`src/rtl/btn_pkg.sv`:
```
// btn_pkg: state encoding and shared timing defaults for the button chain
package btn_pkg;

    typedef enum logic [1:0] {
        REPOSO     = 2'd0,
        PRESIONADO = 2'd1,
        LARGO      = 2'd2
    } estado_t;

    // Thresholds expressed in 50 MHz clock cycles, shared with btnRT
    localparam int LARGO_CICLOS_DEF   = 25000;
    localparam int REPETIR_CICLOS_DEF = 5000;
    localparam int CNT_W_DEF          = 16;

endpackage

```
`src/rtl/btn_evento.sv`:
```
// btn_evento: classifies conditioned button presses into short/long/repeat pulses
module btn_evento
    import btn_pkg::*;
#(
    parameter int LARGO_CICLOS   = LARGO_CICLOS_DEF,
    parameter int REPETIR_CICLOS = REPETIR_CICLOS_DEF,
    parameter int CNT_W          = CNT_W_DEF
) (
    input  logic clk,
    input  logic rst,
    input  logic boton_in,
    output logic pulso_corto,
    output logic pulso_largo,
    output logic pulso_repetir,
    output logic presionado
);

    localparam logic [CNT_W-1:0] LARGO_FIN   = CNT_W'(LARGO_CICLOS - 1);
    localparam logic [CNT_W-1:0] REPETIR_FIN = CNT_W'(REPETIR_CICLOS - 1);
    localparam bit               REPETIR_ON  = REPETIR_CICLOS != 0;

    estado_t          estado_q;
    logic [CNT_W-1:0] cnt_q;
    logic             corto_q, largo_q, repetir_q;

    // Press FSM: counts consecutive high samples, release is evaluated before thresholds
    always_ff @(posedge clk) begin
        if (!rst) begin
            estado_q  <= REPOSO;
            cnt_q     <= '0;
            corto_q   <= 1'b0;
            largo_q   <= 1'b0;
            repetir_q <= 1'b0;
        end else begin
            corto_q   <= 1'b0;
            largo_q   <= 1'b0;
            repetir_q <= 1'b0;
            case (estado_q)
                REPOSO: begin
                    estado_q <= boton_in ? PRESIONADO : REPOSO;
                    cnt_q    <= boton_in ? CNT_W'(1) : '0;
                end
                PRESIONADO: begin
                    if (!boton_in) begin
                        corto_q  <= 1'b1;
                        estado_q <= REPOSO;
                        cnt_q    <= '0;
                    end else if (cnt_q == LARGO_FIN) begin
                        largo_q  <= 1'b1;
                        estado_q <= LARGO;
                        cnt_q    <= '0;
                    end else begin
                        cnt_q <= cnt_q + CNT_W'(1);
                    end
                end
                LARGO: begin
                    if (!boton_in) begin
                        estado_q <= REPOSO;
                        cnt_q    <= '0;
                    end else if (REPETIR_ON && cnt_q == REPETIR_FIN) begin
                        repetir_q <= 1'b1;
                        cnt_q     <= '0;
                    end else if (REPETIR_ON) begin
                        cnt_q <= cnt_q + CNT_W'(1);
                    end
                end
                default: begin
                    estado_q <= REPOSO;
                    cnt_q    <= '0;
                end
            endcase
        end
    end

    assign pulso_corto   = corto_q;
    assign pulso_largo   = largo_q;
    assign pulso_repetir = repetir_q;
    assign presionado    = estado_q != REPOSO;

endmodule

```
`config.mk`:
```
export PLATFORM = sky130hd
export DESIGN_NAME = btn_evento
export DESIGN_NICKNAME = d
export VERILOG_FILES = /design/src/rtl/btn_pkg.sv /design/src/rtl/btn_evento.sv
export SDC_FILE = /design/constraint.sdc
export NUM_CORES = 1
export LEC_CHECK = 0
export CORE_MARGIN = 2
export CORE_UTILIZATION = 25
export DETAILED_ROUTE_END_ITERATION = 7
export GPL_TIMING_DRIVEN = 0
export PLACE_DENSITY_LB_ADDON = 0.15
export SYNTH_ARGS = -nofsm -noshare
export SYNTH_HDL_FRONTEND = slang
export SYNTH_SLANG_ARGS = --single-unit
```
`constraint.sdc`:
```
create_clock -name clk -period 1.5 [get_ports clk]
set_input_delay 0.3 -clock clk [delete_from_list [all_inputs] [get_ports clk]]
set_output_delay 0.3 -clock clk [all_outputs]
set_load 0.05 [all_outputs]
```
### Yosys cells after proc, flatten, opt, wreduce, memory -nomap -nowiden

Index checks and enable logic that the tools add are counted.

* add/subtract/negate cells: 1
* equality and inequality tests: 6
* mux-type cells: 14
* reductions and logical operators: 6

Operators by type and width (number)
* 16-bit two-way mux: 4
* 16-bit case mux with 3 select lines: 1
* 16-bit by 1-bit adder with 16-bit output, second input constant: 1
* 16-bit by 13-bit equality test with 1-bit output, second input constant: 1
* 16-bit by 15-bit equality test with 1-bit output, second input constant: 1
* 2-bit two-way mux: 3
* 2-bit case mux with 3 select lines: 1
* 3-bit AND reduction: 2
* 1-bit two-way mux: 5
* 2-bit AND reduction: 2
* 3-bit inequality test, second input constant: 1
* 2-bit by 1-bit equality test with 1-bit output, second input constant: 1
* 2-bit equality test, second input constant: 1
* 2-bit logical NOT: 1
* 2-bit inequality test, second input constant: 1
* 2-bit nonzero test: 1

* register bits after elaboration: 21
* bits of input ports: 3
* output and inout bits: 4
* word-level logic and storage cells: 32

### Depth between registers and ports, before layout

* word-level depth: 4
* mapped depth: 6
* depth with buffers taken out: 5

### Worst setup path after synthesis

No wires, ideal clock.

* kind: register to register
* start point: register cnt_q[0]
* end point: register cnt_q[14]
* data arrival time: 1.436 ns
* required time: 1.385 ns
* slack: -0.050 ns
* cell stages (with the launch flop): 7
* path buffers: 1
* clock period less this slack: 1.550 ns
* cell sequence: dfxtp_1 > ha_1 > and4bb_2 > and4_4 > a2bb2oi_4 > buf_6 > nor2_1

* cells in the longest elaborated chain, start to end: 4
* elaborated cells between the ends (all ways): 8
* those cells by class: add/sub (1); eq/ne (2); mux (5)

RTL lines
* start, declared: RTL line btn_evento.sv:23 `logic [CNT_W-1:0] cnt_q;`
* start signal, assigned: RTL line btn_evento.sv:41 `cnt_q <= boton_in ? CNT_W'(1) : '0;`
* start signal, assigned: RTL line btn_evento.sv:53 `cnt_q <= cnt_q + CNT_W'(1);`
* start signal, assigned: RTL line btn_evento.sv:64 `cnt_q <= cnt_q + CNT_W'(1);`
* 16-bit by 1-bit adder with 16-bit output, or another cell as far along: RTL line btn_evento.sv:53, btn_evento.sv:64
* 16-bit two-way mux (on tied branches): RTL line btn_evento.sv:60, btn_evento.sv:48
* 16-bit two-way mux (on tied branches): RTL line btn_evento.sv:57, btn_evento.sv:44
* 16-bit case mux with 3 select lines (*): RTL line btn_evento.sv:38 `case (estado_q)`

Mark *: on every way between the ends. The rest lies on a longest branch, timed or not.
A chain may end at the register's enable or synchronous reset.

### Worst setup path after layout

* start point: register cnt_q[0]
* end point: register cnt_q[10]

Same word-level chain as after synthesis.

==> results.md <==
- Via/cell ratio: roughly 4.7
- Crit Path Class: reg2reg
- Crit-path leading delay family: simple AND/OR/NAND/NOR gates
- Multi-input gate area: roughly 600 um2
- Pin count of the biggest net entering global routing: 13
- # rows: 22
- Max-cap violations: 0
- Buffers on Ports: 6
- Final Power: slightly below 0.001 W
- Drt pass-1 iters: 4
- Worst Path Required: between 1.5 and 2 ns
- Power Dens Cells: 767 nW/um2
- Worst VDD drop: roughly 0.23 mV
- Area grow syn2layout: 34.1%
- Antenna cells: 0
- Depth of the most critical reg-to-reg path: 6
- Synthesized area per cell: 9.25 um2
- CTS tree: built
- Grt total ovfl: 0
- Worst Hold Class: reg2reg
- Crit start category: flop
- F_max: 652 MHz
- GP Congestion: 0.735
- CTS H-tree lvls: 1
- Initial core utilization: a little over a quarter
- Mapped Nets: approximately 110
- Hold buffer count at CTS: 0
- Hold endpoint: estado_q[0]
- Post-Syn Area: 962 um2
- Critical path buffer and inverter count: 1
- RSZ-0062 raised after global routing: true
- Fillers: 397
- Clock transition at path regs: ~0.080 ns
- Failing checks: setup timing
- GR Util All Layers: between 10% and 20%
- Leak: around 0.4 nW
- Clk_skew: about 0.0050 ns
- Worst path cell trace: ha_4, and4bb_2, and4_4, a2bb2oi_4, buf_6, nor2_1
- Hold path depth: 1
- # DRC: 0
- Die area: 4360 um2
- FF+latch count, synth: 21
- Highest Signal Layer: met4
- Total number of vias: ~800
- Ports: 7
- Worst hold start: estado_q[1]
- CTS Buffer Depth: 2
- Yosys warnings: 0
- Leading cell type in the layout, fill and taps excluded: dfxtp_1
- Setup_tns: -0.318 ns
- WL final: around 2200 um
- Share of layout cells above drive strength 1: 35.8%
- Core area: around 3700 um2
- RR Endpoint: cnt_q[10]
- Root buf cell: clkbuf_8
- CP max-delay cell: dfxtp_4
- First-pass GRT wire length: approximately 3600 um
- WL/cell: approximately 13 um
- CP Data Arrival Time: approximately 1.7 ns
- DIE HEIGHT: 66.0 um
- Seq/Total Area, Yosys: 43.7%
- Outcome: finished, violations left
- Met2 routed WL: around 950 um
- Crit end category: flop
- First DRT Iteration DRCs: 23
- Crit path time final: about 1.5 ns
- Nets: 128
- Fin crit share: 102%
- Sequential cell area: between 400 and 500 um2
- CP startpoint: cnt_q[0]
- Dpl hpwl: between 1000 and 1500 um
- Initial antenna violation count: 0
- Setup slack, reg-to-reg: -0.03 ns
- Delay of the slowest critical-path stage: 0.37 ns
- Met1 Routed Length: 1090 um
- Most frequent cells in the layout: dfxtp_1 (13), xnor2_1 (10), nor2_1 (8), buf_4 (8)
- Worst Max-Slew Pin Slew: between 0.4 and 0.5 ns
- Worst-Skew Late Latency: roughly 0.26 ns
- Synth cell types: 26
- Synth Instances: ~100
- Final Max Slew Viols: 0
- Final Setup Violations: 14
- Hold Violations, Final: 0
- Slew headroom: between 60% and 70%
- Hold WS: ~0.49 ns
- Fin worst setup slack: -0.0340 ns
- Die X: roughly 66 um
- Routed wl met3: about 76 um
- Reg2reg start: cnt_q[0]
- Final ANT Viol Nets: 0
- Sink Count: 21
- CP Max Fanout: 4
- Vias in the first global route: 744
- Clock buffer count from CTS: 3
cell families after synthesis:
| group | count (synthesis) | share of synthesized area [%] |
|---|---|---|
| adders and majority gates | 1 | 1.30 |
| xor gates and xnor gates | 14 | 12.7 |
| buffers and inverters | 3 | 2.08 |
| and+or+nand+nor | 61 | 35.5 |
| DFF | 21 | 43.7 |
| AOI/OAI and AO/OA | 4 | 4.68 |
worst reg2reg max path, delay by kind of cell (launching register included):
family,cells,cell delay [ns]
simple gates,3,0.54
flops,1,0.37
compound gates,1,0.23
buf+inv,1,0.17
fa+ha+maj,1,0.13
metal layers:
layer,up-vias,GRT usage [%]
met4,0,6.12
li1,409,-
met2,12,16.5
met5,-,0
met3,6,2.21
met1,370,14.7
sequential cells by signal, indices dropped and copies added, names as in the netlist:
signal	flops
cnt_q	16
estado_q	2
pulso_corto	1
pulso_largo	1
pulso_repetir	1
how the worst max path moves through the flow:
| stage | end | cells past startpoint |
|---|---|---|
| after floorplan | cnt_q[14] | 6 |
| after global placement | cnt_q[6] | 6 |
| after detailed placement | cnt_q[5] | 6 |
| after CTS | presionado | 2 |
| after global routing | cnt_q[4] | 6 |
| final | cnt_q[10] | 6 |
cells in the mapped netlist:
library cell / instances / area, um2
nand3_1: 6 / 30.0
xor2_1: 4 / 35.0
nor3_1: 4 / 20.0
nand2_1: 7 / 26.3
a2bb2oi_4: 1 / 26.3
and4bb_2: 2 / 25.0
nor2_1: 18 / 67.6
nand4_1: 6 / 37.5
buf_2: 1 / 5.00
inv_1: 1 / 3.75
dfxtp_1: 21 / 420
a31oi_1: 1 / 6.26
nor3b_1: 1 / 7.51
or3_1: 1 / 6.26
and4_4: 1 / 11.3
a211oi_1: 1 / 7.51
nor4_2: 1 / 12.5
or2_2: 1 / 6.26
nor2b_1: 5 / 31.3
and4_1: 2 / 17.5
nor4_1: 4 / 25.0
buf_6: 1 / 11.3
xnor2_1: 10 / 87.6
and3b_1: 2 / 17.5
ha_1: 1 / 12.5
a21oi_1: 1 / 5.00
cell type report:
| type | instances | area share (%) |
|---|---|---|
| flip-flops and latches | 21 | 33.6 |
| clock buffers | 3 | 3.20 |
| clock inverters | 1 | 0.388 |
| multi-input cells | 80 | 46.7 |
| plain buffers | 1 | 0.873 |
| inverters | 1 | 0.291 |
| repair buffers | 16 | 10.4 |
| well taps | 48 | 4.66 |
repair_timing:
| item | CTS | global route |
|---|---|---|
| cloned | 1 | 0 |
| setup buffers | 9 | 0 |
| endpoints found under the setup margin | 20 | 17 |
| resized for setup | 12 | 23 |
| pin swaps | 15 | 6 |
stage by stage:
step	worst slack, ns	utilization [%]	instances	area [um2]
floorplan	0.00318	-	104	967
global placement	-0.219	29.5	158	1090
detailed placement	-0.216	29.5	158	1090
CTS	-0.141	33.3	171	1230
global route	-0.105	35.0	171	1290
finish	-0.0340	35.0	171	1290
report_power, final:
group          total [W]  leakage, nW  internal, W  switching, W
registers       0.000564        0.174     0.000560    0.00000364
clock network   0.000375       0.0255     0.000185      0.000190
logic          0.0000500        0.213    0.0000223     0.0000277
Note: power is estimated with default switching activity, not from simulation.
==> RTL edit 1 (same flow settings) <==
Set the package constant `CNT_W_DEF` to 12 (it was 16).
--- a/src/rtl/btn_pkg.sv
+++ b/src/rtl/btn_pkg.sv
@@ -10,7 +10,7 @@
     // Thresholds expressed in 50 MHz clock cycles, shared with btnRT
     localparam int LARGO_CICLOS_DEF   = 25000;
     localparam int REPETIR_CICLOS_DEF = 5000;
-    localparam int CNT_W_DEF          = 16;
+    localparam int CNT_W_DEF          = 12;
 
 endpackage
 
Check against the original RTL: no difference found for any inputs over 10 cycles, from zero or initial values and one cycle with rst low; that may be too few to reach the edited logic, so the function may still have changed.
==> RTL edit 1 against the original RTL <==
- combinational power decreased by 18%
- cell count decreased by 26%
- synthesized cell count decreased by 20%
- area after synthesis decreased by 23%
- via count decreased by 27%
- utilization decreased by 2.4 points
- wire length decreased by 34%
- power decreased by 24%
- sequential cell count decreased by 4
- design area decreased by 30%
- first-iteration DRC count decreased by 52%
- worst setup slack improved by 0.047 ns
- critical path type is now reg -> out
- highest routed layer unchanged
==> RTL edit 1: results (changes against the original RTL) <==
| Metric | Value |
|---|---|
| Reg2reg path depth | 5 (-1) |
| Largest registers | cnt_q: 12 flops, estado_q: 2 flops |
| Drt via density | 4.567 (-2.0%) |
| R2r setup slk | 0.02 ns (+0.05 ns) |
| Nets | 101 (-21%) |
| RePlAce Congestion | 0.7006 (-4.7%) |
| Total GRT Usage | 9.355% (-1.7 points) |
| CTS Root Cell | clkbuf_4 |
| Dpl hpwl | 964.6 µm (-30%) |
| Synthesized instance count | 83 (-20%) |
| Setup Fix Bufs, Post-CTS | 0 (-9) |
| Static Leak | 0.3105 nW (-25%) |
| Syn Nets | 87 (-19%) |
| Share of post-route cells with drive strength above 1 | 19.79% (-16 points) |
| Slowest cell on crit path | dfxtp_1 |
| Setup Skew | 0.009598 ns (+0.004627 ns) |
| Worst setup path endpoint | presionado |
| CP top delay family | flip-flops |
| Slew margin rel. | 67.84% (about the same) |
| Min Tclk post-route | 1.487 ns (-0.04688 ns) |
| Placed cell area | 839.6 µm² (-23%) |
| Count of different cell masters after synthesis | 28 (+7.7%) |
| Placed cell count | 120 (-24%) |
| First-pass GRT wire length | 2.380 mm (-34%) |
| Number of global-route vias before repair | 550 (-26%) |
| Clk_lat worst skew | 0.29 ns (+0.03 ns) |
| Pre-CTS WS | -0.2228 ns (-0.007150 ns) |
| R2R Path Start | cnt_q[0] |
| Synth area leaders | dfxtp_1 46%, nor2_1 7.1%, xnor2_1 5.9% |
| Mux cell area share after synthesis | 0% (unchanged) |
| Adder-cell share of the synthesized area | 1.695% (+0.39 points) |
| Largest Register | cnt_q |
| Clk sink count | 17 (-19%) |
| Sequential area share after synthesis | 46.10% (+2.4 points) |
| Detailed Route Iter0 Violations | 11 (-52%) |
| Combinational Power Share | 5.5% (+0.4 points) |
| Worst VDD drop | 0.5079 mV (+120%) |
| YS warnings | 0 (unchanged) |
| Clk pin slew, worst setup/hold paths | 0.11 ns (+0.03 ns) |
| Post-synthesis xor/xnor area fraction | 11.86% (-0.88 points) |
| Switching pwr | 0.1760 mW (-20%) |
| Pin count of the biggest net entering global routing | 11 (-2) |
| Crit-path max FO | 6 (+2) |
| Top power group | sequential cells |
| Sequential power | 0.460 mW (-18%) |
| Crit path from | estado_q[1] |
| Internal | 0.5721 mW (-25%) |
| Status | finished clean |
| Most frequent cells after synthesis | 17 x dfxtp_1, 14 x nor2_1, 6 x nand3_1 |
| Routed len/inst | 11.21 µm (-12%) |
| FF-to-FF End | cnt_q[0] |
| Drt pass-1 iters | 3 (-1) |
| Synth Area in Compound Gates | 4.746% (+0.064 points) |
| Via count | 580 (-27%) |
[RTL edit 1: worst min-delay path by stage]
stage	startpoint	endpoint	slack, ns	cells past startpoint
6_report	estado_q[1]	estado_q[0]	0.51	1
4_1_cts	estado_q[1]	estado_q[0]	0.51	1
2_1_floorplan	boton_in	pulso_corto	0.38	1
5_1_grt	estado_q[1]	estado_q[0]	0.54	1
3_5_place_dp	estado_q[1]	estado_q[0]	0.50	1
3_3_place_gp	estado_q[1]	estado_q[0]	0.49	1
[RTL edit 1: area by class of cell]
cell class                 instances  area (µm²)
clock inverter                     1       5.005
inverter                           2       7.507
sequential                        17       345.3
fill                             293        1877
multi-input combinational         63       406.6
buffer                             1       7.507
timing repair buffer               9       71.32
tap                               31       38.79
clock buffer                       3       22.52
[RTL edit 1: metal layers]
metal	global-route usage [%]	share of wire [%]	vias up
li1	-	-	313
met1	11.81	53	254
met2	13.48	41	11
met3	4.835	5.1	2
met4	3.654	0.91	0
met5	0	0	-
==> RTL edit 2 (same flow settings) <==
Made on the original files. Add an input register stage for `boton_in`; this delays it by one clock.
--- a/src/rtl/btn_evento.sv
+++ b/src/rtl/btn_evento.sv
@@ -19,6 +19,12 @@
     localparam logic [CNT_W-1:0] REPETIR_FIN = CNT_W'(REPETIR_CICLOS - 1);
     localparam bit               REPETIR_ON  = REPETIR_CICLOS != 0;
 
+    logic boton_q;
+
+    always_ff @(posedge clk) begin
+        boton_q <= boton_in;
+    end
+
     estado_t          estado_q;
     logic [CNT_W-1:0] cnt_q;
     logic             corto_q, largo_q, repetir_q;
@@ -37,11 +43,11 @@
             repetir_q <= 1'b0;
             case (estado_q)
                 REPOSO: begin
-                    estado_q <= boton_in ? PRESIONADO : REPOSO;
-                    cnt_q    <= boton_in ? CNT_W'(1) : '0;
+                    estado_q <= boton_q ? PRESIONADO : REPOSO;
+                    cnt_q    <= boton_q ? CNT_W'(1) : '0;
                 end
                 PRESIONADO: begin
-                    if (!boton_in) begin
+                    if (!boton_q) begin
                         corto_q  <= 1'b1;
                         estado_q <= REPOSO;
                         cnt_q    <= '0;
@@ -54,7 +60,7 @@
                     end
                 end
                 LARGO: begin
-                    if (!boton_in) begin
+                    if (!boton_q) begin
                         estado_q <= REPOSO;
                         cnt_q    <= '0;
                     end else if (REPETIR_ON && cnt_q == REPETIR_FIN) begin
Formal check against the unedited RTL: not equivalent (a bounded check fails within 4 cycles, from zero or initial values and one cycle with rst low).
==> RTL edit 2 against the original RTL <==
- the run still ends with setup timing left
- wire length shrank 1.2%
- die area is 2.0% higher
- area after synthesis grew 2.1%
- worst setup slack improved by 0.011 ns
- utilization grew 0.14 points
- worst hold slack worse by 0.0042 ns
- sequential cell count up 1
- design area is 1.2% higher
- combinational power shrank 9.2%
- power is 7.3% higher
- critical endpoint unchanged
==> RTL edit 2: results (changes against the original RTL) <==
| Metric | Value |
|---|---|
| Status | finished, violations left |
| Violated checks | setup timing |
| Slew margin rel. | 67.83% (about the same) |
| DRC | 0 (unchanged) |
| Worst Hold Path Cells | 1 (unchanged) |
| I/O Buffers | 6 (unchanged) |
| RePlAce Congestion | 0.7307 (-0.61%) |
| Total CTS buffers | 3 (unchanged) |
| Static Leak | 0.4288 nW (+4.1%) |
| Clk pin slew, worst setup/hold paths | 0.08 ns (about the same) |
| Worst min path class | in -> reg |
| Pre-CTS WS | -0.2092 ns (+0.006398 ns) |
| Number of global-route vias before repair | 793 (+6.6%) |
| Clk_lat worst skew | 0.26 ns (about the same) |
| Largest registers | cnt_q: 16 flops, estado_q: 2 flops |
| Crit path DAT | between 1.5 and 2 ns |
| Drt via density | 4.657 (about the same) |
| FF-to-FF End | cnt_q[10] |
| # setup viols final | 15 (+1) |
| Setup Skew | 0.003563 ns (-0.001408 ns) |
| Worst VDD drop | 0.4728 mV (+110%) |
| Drt pass-1 iters | 4 (unchanged) |
| Nets | 129 (+0.78%) |
| Crit-path max FO | 5 (+1) |
| Final worst setup slack | -0.02273 ns (+0.01122 ns) |
| Dpl hpwl | 1.407 mm (+1.4%) |
| Sequential area share after synthesis | 44.84% (+1.1 points) |
| Detailed Route Iter0 Violations | 23 (unchanged) |
| YS warnings | 0 (unchanged) |
| Post-synth ARST share | 0% (unchanged) |
| Clock Path Buffers | 2 (unchanged) |
| Worst Min Path Start | boton_in |
| Syn Nets | 109 (+0.93%) |
| CTS Root Cell | clkbuf_8 |
| Share of post-route cells with drive strength above 1 | 31.45% (-4.3 points) |
| Filler Cell Count | 388 (-2.3%) |
| Initial antenna violation count | 0 (unchanged) |
| Area share of the largest cell type after synthesis | 44.84% (+1.1 points) |
| Routed len/inst | 12.46 µm (-1.7%) |
| Ant diodes | 0 (unchanged) |
| Most frequent cells after synthesis | 22 x dfxtp_1, 18 x nor2_1, 10 x xnor2_1 |
| R2R Path Start | cnt_q[0] |
| Worst hold endpoint | boton_q |
| Count of different cell masters after synthesis | 26 (unchanged) |
| Htree depth | 1 (unchanged) |
| First-pass GRT wire length | 3.650 mm (+1.2%) |
| Placed cell area | 1107 µm² (+1.8%) |
| Reg2reg path depth | 6 (unchanged) |
| Total GRT Usage | 10.96% (-0.078 points) |
| Main synth FF type | dfxtp_1 |
| Pin count of the biggest net entering global routing | 13 (unchanged) |
| Min Hold Slack | 0.4887 ns (-0.004245 ns) |
| Synth area leaders | dfxtp_1 45%, xnor2_1 8.9%, nor2_1 6.9% |
## RTL edit 2: timing repair
action,4_1_cts,5_1_grt
pin swaps,18,7
cloned,1,0
setup endpoints to repair,20,17
resized for setup,12,15
hold buffers,0,0
buffers inserted,7,2
## RTL edit 2: through the flow
stage / setup TNS, ns / cells / util (%)
CTS: -0.3944 / 170 / 33.60
floorplan: 0 / 105 / -
global placement: -2.412 / 159 / 29.80
detailed placement: -2.518 / 159 / 29.80
finish: -0.2509 / 172 / 35.12
global route: -1.228 / 172 / 35.12
## RTL edit 2: cell families after synthesis
group | share of synthesized area [%]
AND/OR/NAND/NOR | 34.78
XOR/XNOR | 12.48
flip-flops | 44.84
buffers and inverters | 2.037
AO/OA/AOI/OAI | 4.587
adder cells (fa/ha/maj) | 1.274
## RTL edit 2: worst max-delay path, cell delays in order, from the launching register on
cell and delay (ns):
dfxtp_4 0.36, ha_4 0.13, and4bb_2 0.24, and4_4 0.26, a2bb2oi_4 0.24, buf_12 0.15
nor2_1 0.04
## RTL edit 2: metal layers
metal	GRT usage, %	wire [µm]
met1	13.36	1047
met2	18.25	1005
met3	4.223	82
met4	2.296	8
met5	0	0
## RTL edit 2: worst max path at each step
| stage | cells past startpoint | endpoint | slack, ns | startpoint |
|---|---|---|---|---|
| floorplan | 6 | cnt_q[14] | 0.003 | cnt_q[0] |
| global placement | 6 | cnt_q[6] | -0.20 | cnt_q[0] |
| detailed placement | 6 | cnt_q[13] | -0.21 | cnt_q[0] |
| CTS | 2 | presionado | -0.15 | estado_q[1] |
| global route | 6 | cnt_q[12] | -0.09 | cnt_q[0] |
| finish | 6 | cnt_q[10] | -0.02 | cnt_q[0] |
## RTL edit 2: power breakdown
group | switching [mW] | internal [mW]
sequential | 0.00494 | 0.588
clock | 0.189 | 0.234
combinational | 0.0237 | 0.0218
total | 0.218 | 0.844
## RTL edit 2: final cells by class
| class | instances | area share [%] |
|---|---|---|
| Multi-Input combinational cell | 80 | 44.39 |
| Inverter | 1 | 0.2876 |
| Buffer | 1 | 0.8629 |
| Clock buffer | 4 | 4.219 |
| Sequential cell | 22 | 34.71 |
| Timing Repair Buffer | 16 | 10.93 |
| Tap cell | 48 | 4.602 |
